$ cat config.mk
export PLATFORM = sky130hd
export DESIGN_NAME = fir_feeder
export DESIGN_NICKNAME = d
export VERILOG_FILES = /design/src/rtl/fir_feeder.sv
export SDC_FILE = /design/constraint.sdc
export NUM_CORES = 1
export LEC_CHECK = 0
export CAP_MARGIN = 20
export CORE_ASPECT_RATIO = 0.9
export CORE_MARGIN = 10
export CORE_UTILIZATION = 55
export CTS_CLUSTER_SIZE = 8
export DETAILED_ROUTE_END_ITERATION = 12
export DONT_BUFFER_PORTS = 1
export PLACE_DENSITY = 0.73
export SETUP_SLACK_MARGIN = 0.05
export SYNTH_ARGS = -nofsm -noshare
export SYNTH_HDL_FRONTEND = slang
export SYNTH_SLANG_ARGS = --single-unit
$ cat constraint.sdc
create_clock -name clk -period 2.4 [get_ports clk]
set_clock_uncertainty 0.1 [all_clocks]
set_input_delay 0.48 -clock clk [delete_from_list [all_inputs] [get_ports clk]]
set_output_delay 0.48 -clock clk [all_outputs]
set_load 0.02 [all_outputs]
$ cat src/rtl/fir_feeder.sv
// Sample/configuration feeder for an external FIR filter: shadow coefficient bank,
// sample FIFO and a sequencer. Optional done-watchdog enabled by FIR_FEEDER_TIMEOUT_EN.
module fir_feeder #(
    parameter int FIFO_DEPTH   = 4,
    parameter int DONE_TIMEOUT = 64
) (
    input  logic       clk,
    input  logic       rst_n,
    input  logic       coef_wr_en,
    input  logic [3:0] coef_addr,
    input  logic [7:0] coef_wdata,
    input  logic [3:0] cfg_tap_num,
    input  logic       cfg_start,
    input  logic       s_valid,
    output logic       s_ready,
    input  logic [7:0] s_data,
    output logic [7:0] fir_data_in,
    output logic       fir_enable,
    output logic       fir_configuration,
    output logic       fir_config_data_enable,
    input  logic       fir_done,
    output logic       cfg_busy,
    output logic       timeout_err,
    input  logic       err_clr
);

    localparam int PW = (FIFO_DEPTH > 1) ? $clog2(FIFO_DEPTH) : 1;

    typedef enum logic [2:0] {IDLE, CFG_HDR, CFG_COEF, LAUNCH, WAIT, ERR} state_t;

    state_t state_q, state_d;
    logic [3:0] tap_q, tap_d;
    logic [3:0] idx_q, idx_d;
    logic [7:0] data_q, data_d;
    logic [15:0][7:0] coef_q, coef_d;
    logic [FIFO_DEPTH-1:0][7:0] mem_q, mem_d;
    logic [PW-1:0] wr_ptr_q, wr_ptr_d, rd_ptr_q, rd_ptr_d;
    logic [PW:0] count_q, count_d;
    logic full, empty, push, pop;

    assign full    = (count_q == (PW+1)'(FIFO_DEPTH));
    assign empty   = (count_q == '0);
    // s_ready is forced low while reset is asserted so every output reads 0 then.
    assign s_ready = rst_n & ~full;
    assign push    = s_valid & s_ready;
    assign pop     = (state_q == LAUNCH);

    assign cfg_busy               = (state_q == CFG_HDR) || (state_q == CFG_COEF);
    assign fir_configuration      = cfg_busy;
    assign fir_config_data_enable = cfg_busy;
    assign fir_enable             = (state_q == LAUNCH);

`ifdef FIR_FEEDER_TIMEOUT_EN
    localparam int CW = $clog2(DONE_TIMEOUT + 1);
    logic [CW-1:0] cnt_q, cnt_d;
    assign timeout_err = (state_q == ERR);
`else
    logic unused_ok;
    assign unused_ok   = err_clr ^ (DONE_TIMEOUT == 0);
    assign timeout_err = 1'b0;
`endif

    always_comb begin
        case (state_q)
            CFG_HDR:  fir_data_in = {4'b0, tap_q};
            CFG_COEF: fir_data_in = coef_q[idx_q];
            LAUNCH:   fir_data_in = mem_q[rd_ptr_q];
            default:  fir_data_in = data_q;
        endcase
    end

    always_comb begin
        state_d = state_q;
        tap_d   = tap_q;
        idx_d   = idx_q;
        data_d  = fir_data_in;
`ifdef FIR_FEEDER_TIMEOUT_EN
        cnt_d   = cnt_q;
`endif
        case (state_q)
            IDLE: begin
                if (cfg_start) begin
                    tap_d   = cfg_tap_num;
                    state_d = CFG_HDR;
                end else if (!empty) begin
                    state_d = LAUNCH;
                end
            end
            CFG_HDR: begin
                idx_d   = '0;
                state_d = CFG_COEF;
            end
            CFG_COEF: begin
                if (idx_q == tap_q) state_d = IDLE;
                else                idx_d   = idx_q + 4'd1;
            end
            LAUNCH: begin
                state_d = WAIT;
`ifdef FIR_FEEDER_TIMEOUT_EN
                cnt_d   = '0;
`endif
            end
            WAIT: begin
                if (fir_done) begin
                    state_d = IDLE;
`ifdef FIR_FEEDER_TIMEOUT_EN
                end else if (cnt_q == CW'(DONE_TIMEOUT - 1)) begin
                    state_d = ERR;
                end else begin
                    cnt_d = cnt_q + 1'b1;
`endif
                end
            end
            ERR: begin
`ifdef FIR_FEEDER_TIMEOUT_EN
                if (err_clr) state_d = IDLE;
`else
                state_d = IDLE;
`endif
            end
            default: state_d = IDLE;
        endcase
    end

    // Coefficient writes are dropped while a frame is on the wire so it stays coherent.
    always_comb begin
        coef_d = coef_q;
        if (coef_wr_en && !cfg_busy) coef_d[coef_addr] = coef_wdata;
    end

    always_comb begin
        mem_d    = mem_q;
        wr_ptr_d = wr_ptr_q;
        rd_ptr_d = rd_ptr_q;
        count_d  = count_q;
        if (push) begin
            mem_d[wr_ptr_q] = s_data;
            wr_ptr_d        = wr_ptr_q + 1'b1;
        end
        if (pop) rd_ptr_d = rd_ptr_q + 1'b1;
        case ({push, pop})
            2'b10:   count_d = count_q + 1'b1;
            2'b01:   count_d = count_q - 1'b1;
            default: count_d = count_q;
        endcase
    end

    always_ff @(posedge clk or negedge rst_n) begin
        if (!rst_n) begin
            state_q  <= IDLE;
            tap_q    <= '0;
            idx_q    <= '0;
            data_q   <= '0;
            coef_q   <= '0;
            mem_q    <= '0;
            wr_ptr_q <= '0;
            rd_ptr_q <= '0;
            count_q  <= '0;
        end else begin
            state_q  <= state_d;
            tap_q    <= tap_d;
            idx_q    <= idx_d;
            data_q   <= data_d;
            coef_q   <= coef_d;
            mem_q    <= mem_d;
            wr_ptr_q <= wr_ptr_d;
            rd_ptr_q <= rd_ptr_d;
            count_q  <= count_d;
        end
    end

`ifdef FIR_FEEDER_TIMEOUT_EN
    always_ff @(posedge clk or negedge rst_n) begin
        if (!rst_n) cnt_q <= '0;
        else        cnt_q <= cnt_d;
    end
`endif

endmodule

* Word level (Yosys, flattened, before mapping)
Index checks and enable logic that the tools add are counted.
** Word-level totals
- Bits in registers :: 186
- Bits of input ports :: 31
- Output and inout bits :: 14
- Word-level logic and storage cells :: 84
** Cells by class
- Add/sub/neg operators :: 5
- $lt $le $gt $ge :: 6
- Eq/ne operators :: 12
- Multiplexer cells :: 19
- Bitwise gates (word level) :: 3
- Reduce and logical (&&, ||, !) cells :: 12
** Operator list (count)
- 128-bit bitwise mux :: 1
- 8-bit binary-select mux with 4-bit select :: 1
- 32-bit bitwise mux :: 1
- 8-bit demux with 4-bit select :: 1
- 8-bit two-way mux :: 4
- 8-bit one-hot mux with 3 select lines :: 1
- 8-bit binary-select mux with 2-bit select :: 1
- 8-bit demux with 2-bit select :: 1
- 3-bit one-hot mux with 5 select lines :: 1
- 3-bit two-way mux :: 4
- 4-bit by 5-bit less-than comparator with 1-bit output (second input constant) :: 2
- 4-bit one-hot mux with 2 select lines :: 1
- 3-bit by 2-bit equality test with 1-bit output (second input constant) :: 2
- 3-bit equality test (second input constant) :: 2
- 3-bit logical NOT :: 2
- 2-bit by 3-bit less-than comparator with 1-bit output (second input constant) :: 2
- 3-bit one-hot mux with 2 select lines :: 1
- 2-bit by 1-bit adder with 2-bit output (second input constant) :: 2
- 4-bit by 1-bit adder with 4-bit output (second input constant) :: 1
- 4-bit equality test :: 1
- 4-bit by 1-bit greater-or-equal comparator with 1-bit output (second input constant) :: 1
- 4-bit two-way mux :: 1
- 2-bit inequality test (second input constant) :: 2
- 2-bit AND reduction :: 2
- 15 further kinds :: 19

* Logic depth before layout (Yosys ltp)
- Word-level depth :: 6
- Depth in mapped cells :: 11
- Depth with buffers taken out :: 10

* Worst setup path after synthesis
OpenSTA, ideal clock, no wires.
- Kind :: register -> register
- Start point :: register state_q[1]
- End point :: register count_q[2]
- Library setup time :: 0.079 ns
- Arrival :: 2.411 ns
- Data required time :: 2.221 ns
- Path slack :: -0.190 ns
- Cell stages (with the launch flop) :: 10
- Buffers on the path :: 1
- Period minus slack after synthesis :: 2.590 ns
- Cells stage by stage :: dfrtp_1 > clkbuf_1 > inv_1 > nor2_1 > ha_1 > inv_1 > fa_1 > xor2_1 > nor2_1 > xor2_1
** On the way
- Longest elaborated chain between the ends :: 3
- Elaborated cells between the ends (all ways) :: 5
- Classes of those cells :: 3 x eq/ne; 1 x mux; 1 x reduce/logical
** Ends and longest elaborated chain
- start, declared :: line 31 : state_t state_q, state_d;
- start signal, assigned :: line 160 : state_q <= state_d;
- 3-bit by 2-bit equality test with 1-bit output (*)
- net fir_enable :: line 18 : output logic fir_enable,
- 2-bit by 1-bit equality test with 1-bit output / 2-bit equality test (equally long branches) :: line 141 : case ({push, pop})
- 3-bit one-hot mux with 2 select lines / 2-bit nonzero test (equally long branches)
- end signal, assigned :: line 168 : count_q <= count_d;
- end, declared :: line 38 : logic [PW:0] count_q, count_d;
The timed path passes the listed nets; every way through them passes the cells marked *.
A chain may end at the register's enable or synchronous reset.

* Final worst setup path
- Start point :: register idx_q[0]
- End point :: output fir_data_in[3]
** On the way
- Longest elaborated chain between the ends :: 3
** Ends and longest elaborated chain
- start, declared :: line 33 : logic [3:0] idx_q, idx_d;
- start signal, assigned :: line 162 : idx_q <= idx_d;
- 8-bit binary-select mux with 4-bit select :: line 66 : CFG_COEF: fir_data_in = coef_q[idx_q];
- 8-bit two-way mux (not written as such) :: line 66
- 8-bit one-hot mux with 3 select lines :: line 64 : case (state_q)
- end, declared :: line 17 : output logic [7:0] fir_data_in,
Every way passes these cells. The select of a mux whose other input is x is not followed.

==> flow_summary.yaml <==
yosys:
  syn_avg_cell_area_um2: 15.04
  yosysSeqAreaShare: 0.5316
  yosys_warnings: 0
  ys_top_cells_by_count: "dfrtp_1 (186), mux2_2 (167), mux4_2 (36)"
  syn_inst: 582
  synthArstFlopShare: 1.000
  syn_area_um2: 8756
  synth_top_area_frac: 0.5316
  syn_nets: 620
  netlist_top_cells_area: "dfrtp_1 (53%), mux2_2 (21%), mux4_2 (9.3%)"
  yosysUniqueCellTypes: 49
  synth-seq-cells: 186
  post-synth-top-count-cell: "dfrtp_1"
  yosys_most_used_dff: "dfrtp_1"
  synth-edff-count: 0
  yosysTopAreaCell: "dfrtp_1"
global_routing:
  grt_pass1_wl_mm: 30.60
  grt_overflow: 0
  antenna_found_initial: 0
  first_global_vias: 5405
  track_usage: 0.1818
  grt_start_max_net_pins: 188
floorplanning:
  fp.coreArea_um2: 15490
  io_pins: 45
  rows: 43
  start_util: 0.5651
  design.die.area_um2: 21370
  die_h_um: 139.7
  die_x_um: 153
flow_run:
  drv_cap: 0
final_layout:
  post_route_cells_drive_above_1_share: 0.5287
  final_area_um2: 10190
  nets: 654
  n_fill_cell: 1079
  fin_cells: 830
  syn_to_final_growth_pct: 16.38
  n_antenna_cell: 0
timing:
  clock.fmax_ghz: 0.3486
  finalWorstSetupSlack_ns: -0.4689
  hold_viol_final: 186
  setup-violations-final: 8
  grt_setup_unrepaired: "true"
  fin_crit_ns: 2.869
  tightest_slew_ns: 0.7312
  period_share: 1.195
  hold_slack_ns: -0.3605
  slew_violations: 0
  slew_headroom: 0.5089
outcome:
  status: "finished, violations left"
  violations: "hold timing, setup timing"
drt:
  first_pass_iters: 4
  wl_per_cell_um: 22.93
  drtIter0Drc: 316
  ant_nets: 0
  vias: 4949
  remaining_drc_errors: 0
  vias_per_cell: 5.963
  wl_mm: 19.04
placed_design:
  dpl_cell_area_um2: 9255
  placedCellCount: 789
  dpl.hpwl_mm: 12.77
  place_congestion: 0.8594
  port_buffers: 0
clock_network:
  cts_root_buf: "clkbuf_16"
  cts-buffers-inserted: 17
  h-tree-depth: 4
  clk_latency_ns: 0.43
  cts_buffer_depth: 2
  cts_tree: "done"
  clk_pin_slew_ns: 0.07
  clock-sinks: 186
worst_setup_path:
  crit_required_ns: 1.82
  reg2reg_from: "state_q[0]"
  cp_max_fo: 6
  r2r_slack_ns: 0.12
  arrival_ns: 2.29
  endpoint_kind: "output port"
  crit_type: "reg -> out"
  worstSetupStartpointType: "register"
  r2r_end: "coef_q[37]"
  r2r_cells: 5
  critPathLaunch: "idx_q[0]"
worst_hold_path:
  hp-class: "in -> async"
power:
  vdd_drop_max_v: 0.0009025
  power-per-cell-area_nw_per_um2: 1442
  power.total_mw: 14.69
  p_leak_nw: 4.353
==> worst max path at each step <==
stage	end	cells after the start
floorplan	fir_data_in[1]	6
global placement	fir_data_in[3]	5
detailed placement	fir_data_in[3]	5
CTS	fir_data_in[3]	5
global route	fir_data_in[3]	5
finish	fir_data_in[3]	5
==> registers in the layout, summed over array words and instances (netlist names) <==
signal / count
coef_q: 128
count_q: 3
data_q: 8
idx_q: 4
mem_q: 32
rd_ptr_q: 2
state_q: 3
tap_q: 4
wr_ptr_q: 2
==> report_power, final <==
group          total, mW  switching, mW  internal (mW)
clock               2.93           1.14           1.79
sequential          5.57          0.882           4.69
combinational       6.19           2.76           3.43
total               14.7           4.78           9.91
==> per-layer routing <==
metal	wire length, µm	track usage
met2	9936	0.3105
met4	176	0.04463
met5	0	0
met1	8125	0.2278
met3	799	0.04313
==> repair_timing <==
action | in CTS | in global routing
endpoints found under the setup margin | 11 | 94
pin swaps | 7 | 5
gates resized for setup | 31 | 15
buffers inserted | 3 | 7
endpoints found under the hold margin | 186 | 186
==> stage by stage <==
| stage | setup WS [ns] | utilization | TNS (ns) |
|---|---|---|---|
| final | -0.4689 | 0.6576 | -3.343 |
| after global routing | -0.5213 | 0.6576 | -3.941 |
| after CTS | -0.4777 | 0.6492 | -3.549 |
| after detailed placement | -0.1142 | 0.5973 | -0.3862 |
| after global placement | -0.1179 | 0.5973 | -0.3622 |
| after floorplan | 0.06211 | - | 0 |
==> critical path, cell delays in order (launching register included) <==
cell and delay [ns]:
dfrtp_2 0.51, buf_12 0.16, mux4_2 0.52, mux2i_4 0.21
o22ai_1 0.11, a211o_1 0.35
==> layout by cell type (no fill, tap or decap), types with 3 or more instances in the layout <==
cell type / n
nand2_1: 13
mux2i_4: 5
a21oi_4: 4
mux2_4: 4
nor3_4: 3
mux2i_1: 13
xnor2_1: 3
buf_4: 37
nand2b_1: 4
mux2_2: 163
dfrtp_1: 184
nand3b_4: 3
nor2_4: 7
nor2b_1: 4
bufinv_16: 4
xor2_1: 7
clkbuf_16: 17
clkbuf_1: 5
nor2_1: 13
a22o_1: 4
o21ai_0: 7
mux4_2: 36
buf_6: 4
o21ai_4: 4
ha_1: 5
nor3_1: 3
nor2_2: 4
buf_12: 8
nor4_4: 3
inv_1: 11
==> cell type report <==
type,instances,area [µm²],area share
clock buffers,24,471.7,0.04629
clock inverters,7,140.1,0.01375
inverters,11,41.29,0.004052
multi-input cells,351,4144,0.4067
flip-flops and latches,186,4657,0.4570
well taps,202,252.7,0.02480
repair buffers,49,483.0,0.04740
==> logic make-up (layout without fill, tap and decap cells) <==
logic type / count (synthesis) / in the layout / synth area share
AO/OA/AOI/OAI: 40 / 40 / 0.03087
multiplexers: 224 / 224 / 0.3317
adder cells (fa/ha/maj): 7 / 7 / 0.01086
flip-flops: 186 / 186 / 0.5316
XOR/XNOR: 10 / 10 / 0.01000
buffers and inverters: 45 / 91 / 0.02344
AND/OR/NAND/NOR: 69 / 69 / 0.06116
other: 1 / 1 / 0.0004283
(Power assumes the default switching activity.)
